--- src/rtl/dbg_fifo_ctrl.sv ---
// Debug log FIFO controller: round-robin write arbiter, valid-entry count, browse cursor and read-settle tracking.
// Grants are combinational; cursor/count/flags update at the edge; disp_valid rises 2 edges after a write or cursor move.
module dbg_fifo_ctrl #(
   parameter int DEPTH = 32,
   parameter int AW    = $clog2(DEPTH)
) (
   input  logic          clk,
   input  logic          rst,
   input  logic          a_req,
   input  logic [31:0]   a_data,
   output logic          a_gnt,
   input  logic          b_req,
   input  logic [31:0]   b_data,
   output logic          b_gnt,
   output logic          fifo_wea,
   output logic [31:0]   fifo_din,
   output logic [AW-1:0] fifo_addr,
   input  logic [31:0]   fifo_dout,
   input  logic          btn_next,
   input  logic          btn_prev,
   input  logic          btn_latest,
   output logic [31:0]   disp_data,
   output logic [AW-1:0] disp_idx,
   output logic          disp_valid,
   output logic          disp_lost,
   output logic [AW:0]   count
);

   typedef enum logic {SETTLE, SHOW} state_t;

   state_t        r_state, w_state_nxt;
   logic          r_pri;
   logic [AW:0]   r_count;
   logic [AW-1:0] r_idx;
   logic          r_lost;

   logic          w_a_gnt, w_b_gnt, w_wea;
   logic [AW:0]   w_count_nxt, w_cnt_m1, w_idx_p1;
   logic [AW-1:0] w_idx_sh, w_idx_nxt;
   logic          w_lost_nxt, w_btn_ok;

   // Grants are masked during reset so an in-flight burst is dropped in the reset cycle.
   assign w_a_gnt = ~rst & a_req & (~b_req | ~r_pri);
   assign w_b_gnt = ~rst & b_req & (~a_req | r_pri);
   assign w_wea   = w_a_gnt | w_b_gnt;

   assign a_gnt     = w_a_gnt;
   assign b_gnt     = w_b_gnt;
   assign fifo_wea  = w_wea;
   assign fifo_din  = w_a_gnt ? a_data : (w_b_gnt ? b_data : 32'd0);
   assign fifo_addr = r_idx;
   assign disp_idx  = r_idx;
   assign disp_data = fifo_dout;
   assign disp_lost = r_lost;
   assign count     = r_count;

   assign w_count_nxt = (w_wea && r_count != (AW+1)'(DEPTH)) ? r_count + 1'b1 : r_count;
   assign w_cnt_m1    = w_count_nxt - 1'b1;
   assign w_btn_ok    = btn_latest | (btn_next ^ btn_prev);

   always_comb begin
      w_idx_sh   = r_idx;
      w_lost_nxt = r_lost;
      // Follow the viewed entry as new writes push it deeper; the newest view stays at 0.
      if (w_wea && r_idx != '0) begin
         if (r_idx == AW'(DEPTH - 1)) w_lost_nxt = 1'b1;
         else                          w_idx_sh   = r_idx + 1'b1;
      end
      w_idx_p1  = {1'b0, w_idx_sh} + 1'b1;
      w_idx_nxt = w_idx_sh;
      if (btn_latest) begin
         w_idx_nxt = '0;
      end else if (btn_next ^ btn_prev) begin
         if (w_count_nxt == '0)
            w_idx_nxt = '0;
         else if (btn_next)
            w_idx_nxt = (w_idx_p1 >= w_count_nxt) ? '0 : w_idx_p1[AW-1:0];
         else
            w_idx_nxt = (w_idx_sh == '0) ? w_cnt_m1[AW-1:0] : w_idx_sh - 1'b1;
      end
      if (w_btn_ok) w_lost_nxt = 1'b0;
   end

   always_comb begin
      w_state_nxt = SHOW;
      disp_valid  = (r_state == SHOW);
      if (w_wea || w_idx_nxt != r_idx) w_state_nxt = SETTLE;
   end

   always_ff @(posedge clk) begin
      if (rst) begin
         r_state <= SETTLE;
         r_pri   <= 1'b0;
         r_count <= '0;
         r_idx   <= '0;
         r_lost  <= 1'b0;
      end else begin
         r_state <= w_state_nxt;
         if (a_req && b_req) r_pri <= w_a_gnt;
         r_count <= w_count_nxt;
         r_idx   <= w_idx_nxt;
         r_lost  <= w_lost_nxt;
      end
   end

endmodule
--- config.mk ---
export PLATFORM = sky130hd
export DESIGN_NAME = dbg_fifo_ctrl
export DESIGN_NICKNAME = d
export VERILOG_FILES = /design/src/rtl/dbg_fifo_ctrl.sv
export SDC_FILE = /design/constraint.sdc
export NUM_CORES = 1
export LEC_CHECK = 0
export ABC_AREA = 0
export BUFFER_PORTS_ARGS = -buffer_cell sky130_fd_sc_hd__buf_4
export CORE_ASPECT_RATIO = 1.2
export CORE_MARGIN = 3
export CORE_UTILIZATION = 42
export DETAILED_ROUTE_END_ITERATION = 10
export PLACE_DENSITY = 0.84
export SLEW_MARGIN = 20
export SYNTH_ARGS = -nofsm -noshare
export SYNTH_HDL_FRONTEND = slang
export SYNTH_SLANG_ARGS = --single-unit
--- constraint.sdc ---
create_clock -name clk -period 9.85 [get_ports clk]
set_clock_uncertainty 0.1 [all_clocks]
set_input_delay 0.985 -clock clk [delete_from_list [all_inputs] [get_ports clk]]
set_output_delay 0.985 -clock clk [all_outputs]
set_load 0.005 [all_outputs]
==> flow_summary.yaml <==
floorplan:
  floorplan.initialDensity: 0.436
  io-pin-count: 188
  site_row_count: 28
  core_area_um2: 4970
  dieWidth_um: 71.6
  chipHeight_um: 84.7
  area_of_the_die_um2: 6070
timing:
  finalHoldViolCount: 0
  setup_viol: 0
  finalSetupTns_ns: 0
  min_period_ns: 4.81
  fmax_mhz: 208
  post-route-period-util: 0.488
  worst_slew_margin: 0.344
  pin_slew_with_the_least_headroom_to_its_limit_ns: 0.985
  final_max_slew_viol_count: 0
  grt_setup_unrepaired: "no"
synthesis:
  synth_top_family_by_area: "compound AO/OA/AOI/OAI gates"
  yosys.area.top_type: "sky130_fd_sc_hd__buf_4"
  synth_simple_gate_area_frac: 0.191
  synth-async-reset-ratio: 0
  yosys_register_bits: 14
  synth_top_area_cells: "sky130_fd_sc_hd__buf_4, sky130_fd_sc_hd__a22o_1, sky130_fd_sc_hd__dfxtp_1, sky130_fd_sc_hd__ha_1, sky130_fd_sc_hd__nor2_1"
  yosys.cell_types.count: 67
  post_synthesis_share_of_cell_area_spent_on_full_adders_half_adders_and_majority_gates: 0.0750
  synth_compound_area_frac: 0.351
  synth_top_area_frac: 0.135
  avgSynthCellArea_um2: 7.83
  ys_seq_area_frac: 0.129
  synth.area.mux_share: 0.00923
  synthesis.area_um2: 2170
  postSynth.topFlopCell: "sky130_fd_sc_hd__dfxtp_1"
  mappedNetlistNets: 393
  synthesis.instances: 277
  post_synth_xor_area_fraction: 0.0519
  synth-edff-count: 0
  synth.yosys.warnings: 0
worst_setup_path:
  worstSetupStartpointType: "input port"
  critical_path_peak_fanout: 15
  crit_path_start: "rst"
  critical_path_class: "input port to register"
  rr_startpoint: "disp_idx[0]$_SDFF_PP0_"
  setup.worst_path.end_class: "register"
  data_arrival_time_at_the_worst_slack_endpoint_ns: 4.87
  critical_path_required_ns: 9.91
placed_design:
  gp_routability_congestion: 0.932
  port_buffers: 123
  placed_wire_length_estimate_um: 7100
job:
  maxCapViolations: 0
power:
  vdd_drop_max_mv: 0.0626
  p_switching_mw: 0.0949
  power_mw: 0.256
  pwr-share-clk: 0.193
  sw_ratio: 0.371
  pwr-share-seq: 0.255
  intPower_mw: 0.161
  p_leak_nw: 1.34
  power.combinational.fraction: 0.552
  cellPowerDensity_nw_per_um2: 89.1
cts:
  cts-hold-fix-buffers: 0
  reg_clk_slew_reported_paths_ns: 0.06
  clock_tree.buffer_depth: 2
  cts-buffers-inserted: 3
  clock_tree.htree_level_count: 1
  clkLatencyLatePin_ns: 0.25
  cts_sinks: 14
  post_cts_resize_count: 0
  cts_tree: "yes"
  cts_post_setup_buffers_inserted: 0
  cts.root.buffer_cell: "sky130_fd_sc_hd__clkbuf_8"
routing:
  drt_pre_antenna_iters: 4
  drtIter0Drc: 172
  finalWirelength_um: 8590
  final_antenna_net_count: 0
  avgViaCountPerCell: 5.94
  drcViolationCount: 0
  detail_route.wl_per_cell_um: 20.9
  detailroute.via_count: 2443
finish:
  post_route_cells_drive_above_1_share: 0.416
  finish.net_count: 469
  antenna_cells_inserted: 0
  area_delta_synth_final_pct: 32.5
global_routing:
  number_of_antenna_violations_at_the_first_check_in_global_routing: 0
  first_global_vias: 2433
  grt.overflow.total: 0
  grt.total_usage: 0.269
  grt_start_max_net_pins: 34
  global_route_wire_length_before_repair_um: 12600
worst_hold_path:
  min-delay-path-class: "register to register"
  worst_hold_startpoint: "disp_lost$_SDFFE_PP0P_"
status:
  result_of_the_run: "complete, no violations"
[critical path: stages]
cell and delay [ns]:
sky130_fd_sc_hd__buf_4 0.18, sky130_fd_sc_hd__o21bai_4 0.25, sky130_fd_sc_hd__or3_1 0.50, sky130_fd_sc_hd__mux2i_1 0.24
sky130_fd_sc_hd__inv_1 0.11, sky130_fd_sc_hd__ha_1 0.21, sky130_fd_sc_hd__inv_1 0.12, sky130_fd_sc_hd__xnor2_1 0.12
sky130_fd_sc_hd__ha_1 0.24, sky130_fd_sc_hd__nor4_1 0.22, sky130_fd_sc_hd__o21ai_0 0.17, sky130_fd_sc_hd__a311o_1 0.44
sky130_fd_sc_hd__o32a_1 0.32, sky130_fd_sc_hd__a2bb2oi_2 0.16, sky130_fd_sc_hd__xnor2_1 0.17, sky130_fd_sc_hd__nor3_1 0.14
sky130_fd_sc_hd__o2111ai_1 0.13, sky130_fd_sc_hd__nor4_2 0.15
[registers in the layout, summed over array words and instances, names as in the netlist]
register,flops
r_pri,1
disp_idx,5
disp_valid,1
count,6
disp_lost,1
[cells by family after synthesis]
| logic type | after synthesis |
|---|---|
| XOR/XNOR | 12 |
| flip-flops | 14 |
| buffers and inverters | 69 |
| AND/OR/NAND/NOR | 78 |
| adder cells (fa/ha/maj) | 13 |
| AO/OA/AOI/OAI | 89 |
| multiplexers | 2 |
[per-layer routing]
layer  GRT usage  up-vias  wire length, µm
met5           0        -                0
met4       0.123        0              376
met3       0.187       34             1460
met2       0.410      140             3780
met1       0.281     1113             2970
li1            -     1156                -
[layout by cell type, fill, tap and decap left out, types with 3 or more instances in the layout]
| master | Yosys | layout |
|---|---|---|
| sky130_fd_sc_hd__clkbuf_8 | 0 | 3 |
| sky130_fd_sc_hd__o21bai_1 | 3 | 3 |
| sky130_fd_sc_hd__a211oi_1 | 4 | 3 |
| sky130_fd_sc_hd__nor3_1 | 9 | 8 |
| sky130_fd_sc_hd__o21ai_0 | 3 | 3 |
| sky130_fd_sc_hd__inv_2 | 3 | 3 |
| sky130_fd_sc_hd__inv_1 | 12 | 12 |
| sky130_fd_sc_hd__dfxtp_1 | 14 | 14 |
| sky130_fd_sc_hd__a22o_1 | 32 | 32 |
| sky130_fd_sc_hd__nand2_1 | 14 | 14 |
| sky130_fd_sc_hd__or3_1 | 5 | 5 |
| sky130_fd_sc_hd__ha_1 | 13 | 13 |
| sky130_fd_sc_hd__buf_4 | 39 | 124 |
| sky130_fd_sc_hd__nor2_1 | 22 | 22 |
| sky130_fd_sc_hd__nor2b_1 | 3 | 3 |
| sky130_fd_sc_hd__xor2_1 | 5 | 5 |
| sky130_fd_sc_hd__nand3_1 | 4 | 4 |
| sky130_fd_sc_hd__a21oi_1 | 8 | 8 |
| sky130_fd_sc_hd__nor4_1 | 5 | 5 |
| sky130_fd_sc_hd__xnor2_1 | 6 | 6 |
| sky130_fd_sc_hd__o2111ai_1 | 4 | 4 |
[worst paths after layout]
check | to | slack [ns] | depth (start not counted)
setup / recovery | disp_valid$_SDFF_PP0_ | 5.04 | 18
hold / removal | disp_lost$_SDFFE_PP0P_ | 0.44 | 2
setup reg to reg | disp_valid$_SDFF_PP0_ | 5.13 | 19
hold reg to reg | disp_lost$_SDFFE_PP0P_ | 0.44 | 2
[metrics by stage]
stage,area [µm²],hold slack (ns),std cells,setup slack [ns],utilization
after floorplan,2170,0.398,277,5.47,-
after global placement,2830,0.436,408,4.75,0.569
after detailed placement,2830,0.415,408,4.52,0.569
after CTS,2870,0.435,411,4.76,0.577
after global routing,2880,0.490,411,4.77,0.578
final,2880,0.439,411,5.04,0.578
[cell type report]
type | instances | area (µm²)
Clock buffer | 3 | 41.3
Inverter | 16 | 60.1
Sequential cell | 14 | 280
Tap cell | 60 | 75.1
Fill cell | 503 | 2100
Multi-Input combinational cell | 194 | 1490
Timing Repair Buffer | 124 | 931
[synthesized netlist by cell type, types with 2 or more instances]
cell type / n
sky130_fd_sc_hd__buf_4: 39
sky130_fd_sc_hd__a22o_1: 32
sky130_fd_sc_hd__nor2_1: 22
sky130_fd_sc_hd__dfxtp_1: 14
sky130_fd_sc_hd__nand2_1: 14
sky130_fd_sc_hd__ha_1: 13
sky130_fd_sc_hd__inv_1: 12
sky130_fd_sc_hd__nor3_1: 9
sky130_fd_sc_hd__a21oi_1: 8
sky130_fd_sc_hd__clkbuf_1: 8
sky130_fd_sc_hd__xnor2_1: 6
sky130_fd_sc_hd__buf_2: 5
sky130_fd_sc_hd__nor4_1: 5
sky130_fd_sc_hd__or3_1: 5
sky130_fd_sc_hd__xor2_1: 5
sky130_fd_sc_hd__a211oi_1: 4
sky130_fd_sc_hd__nand3_1: 4
sky130_fd_sc_hd__o2111ai_1: 4
sky130_fd_sc_hd__inv_2: 3
sky130_fd_sc_hd__nor2b_1: 3
sky130_fd_sc_hd__o21ai_0: 3
sky130_fd_sc_hd__o21bai_1: 3
sky130_fd_sc_hd__a221oi_1: 2
sky130_fd_sc_hd__a31oi_1: 2
sky130_fd_sc_hd__a41oi_2: 2
sky130_fd_sc_hd__and2_1: 2
sky130_fd_sc_hd__and3_1: 2
sky130_fd_sc_hd__and4_1: 2
sky130_fd_sc_hd__mux2i_1: 2
sky130_fd_sc_hd__o2111a_1: 2
sky130_fd_sc_hd__o211ai_1: 2
sky130_fd_sc_hd__o21ai_1: 2
sky130_fd_sc_hd__or2_1: 2
[power by group through the flow]
stage	Combinational [mW]	Clock (mW)	Sequential, mW
after global placement	0.139	0	0.0661
final	0.141	0.0495	0.0652
after floorplan	0.0916	0	0.0642
after CTS	0.141	0.0497	0.0652
after detailed placement	0.139	0	0.0664
after global routing	0.155	0.0528	0.0659
No activity file was read; power rests on OpenSTA's default activity.
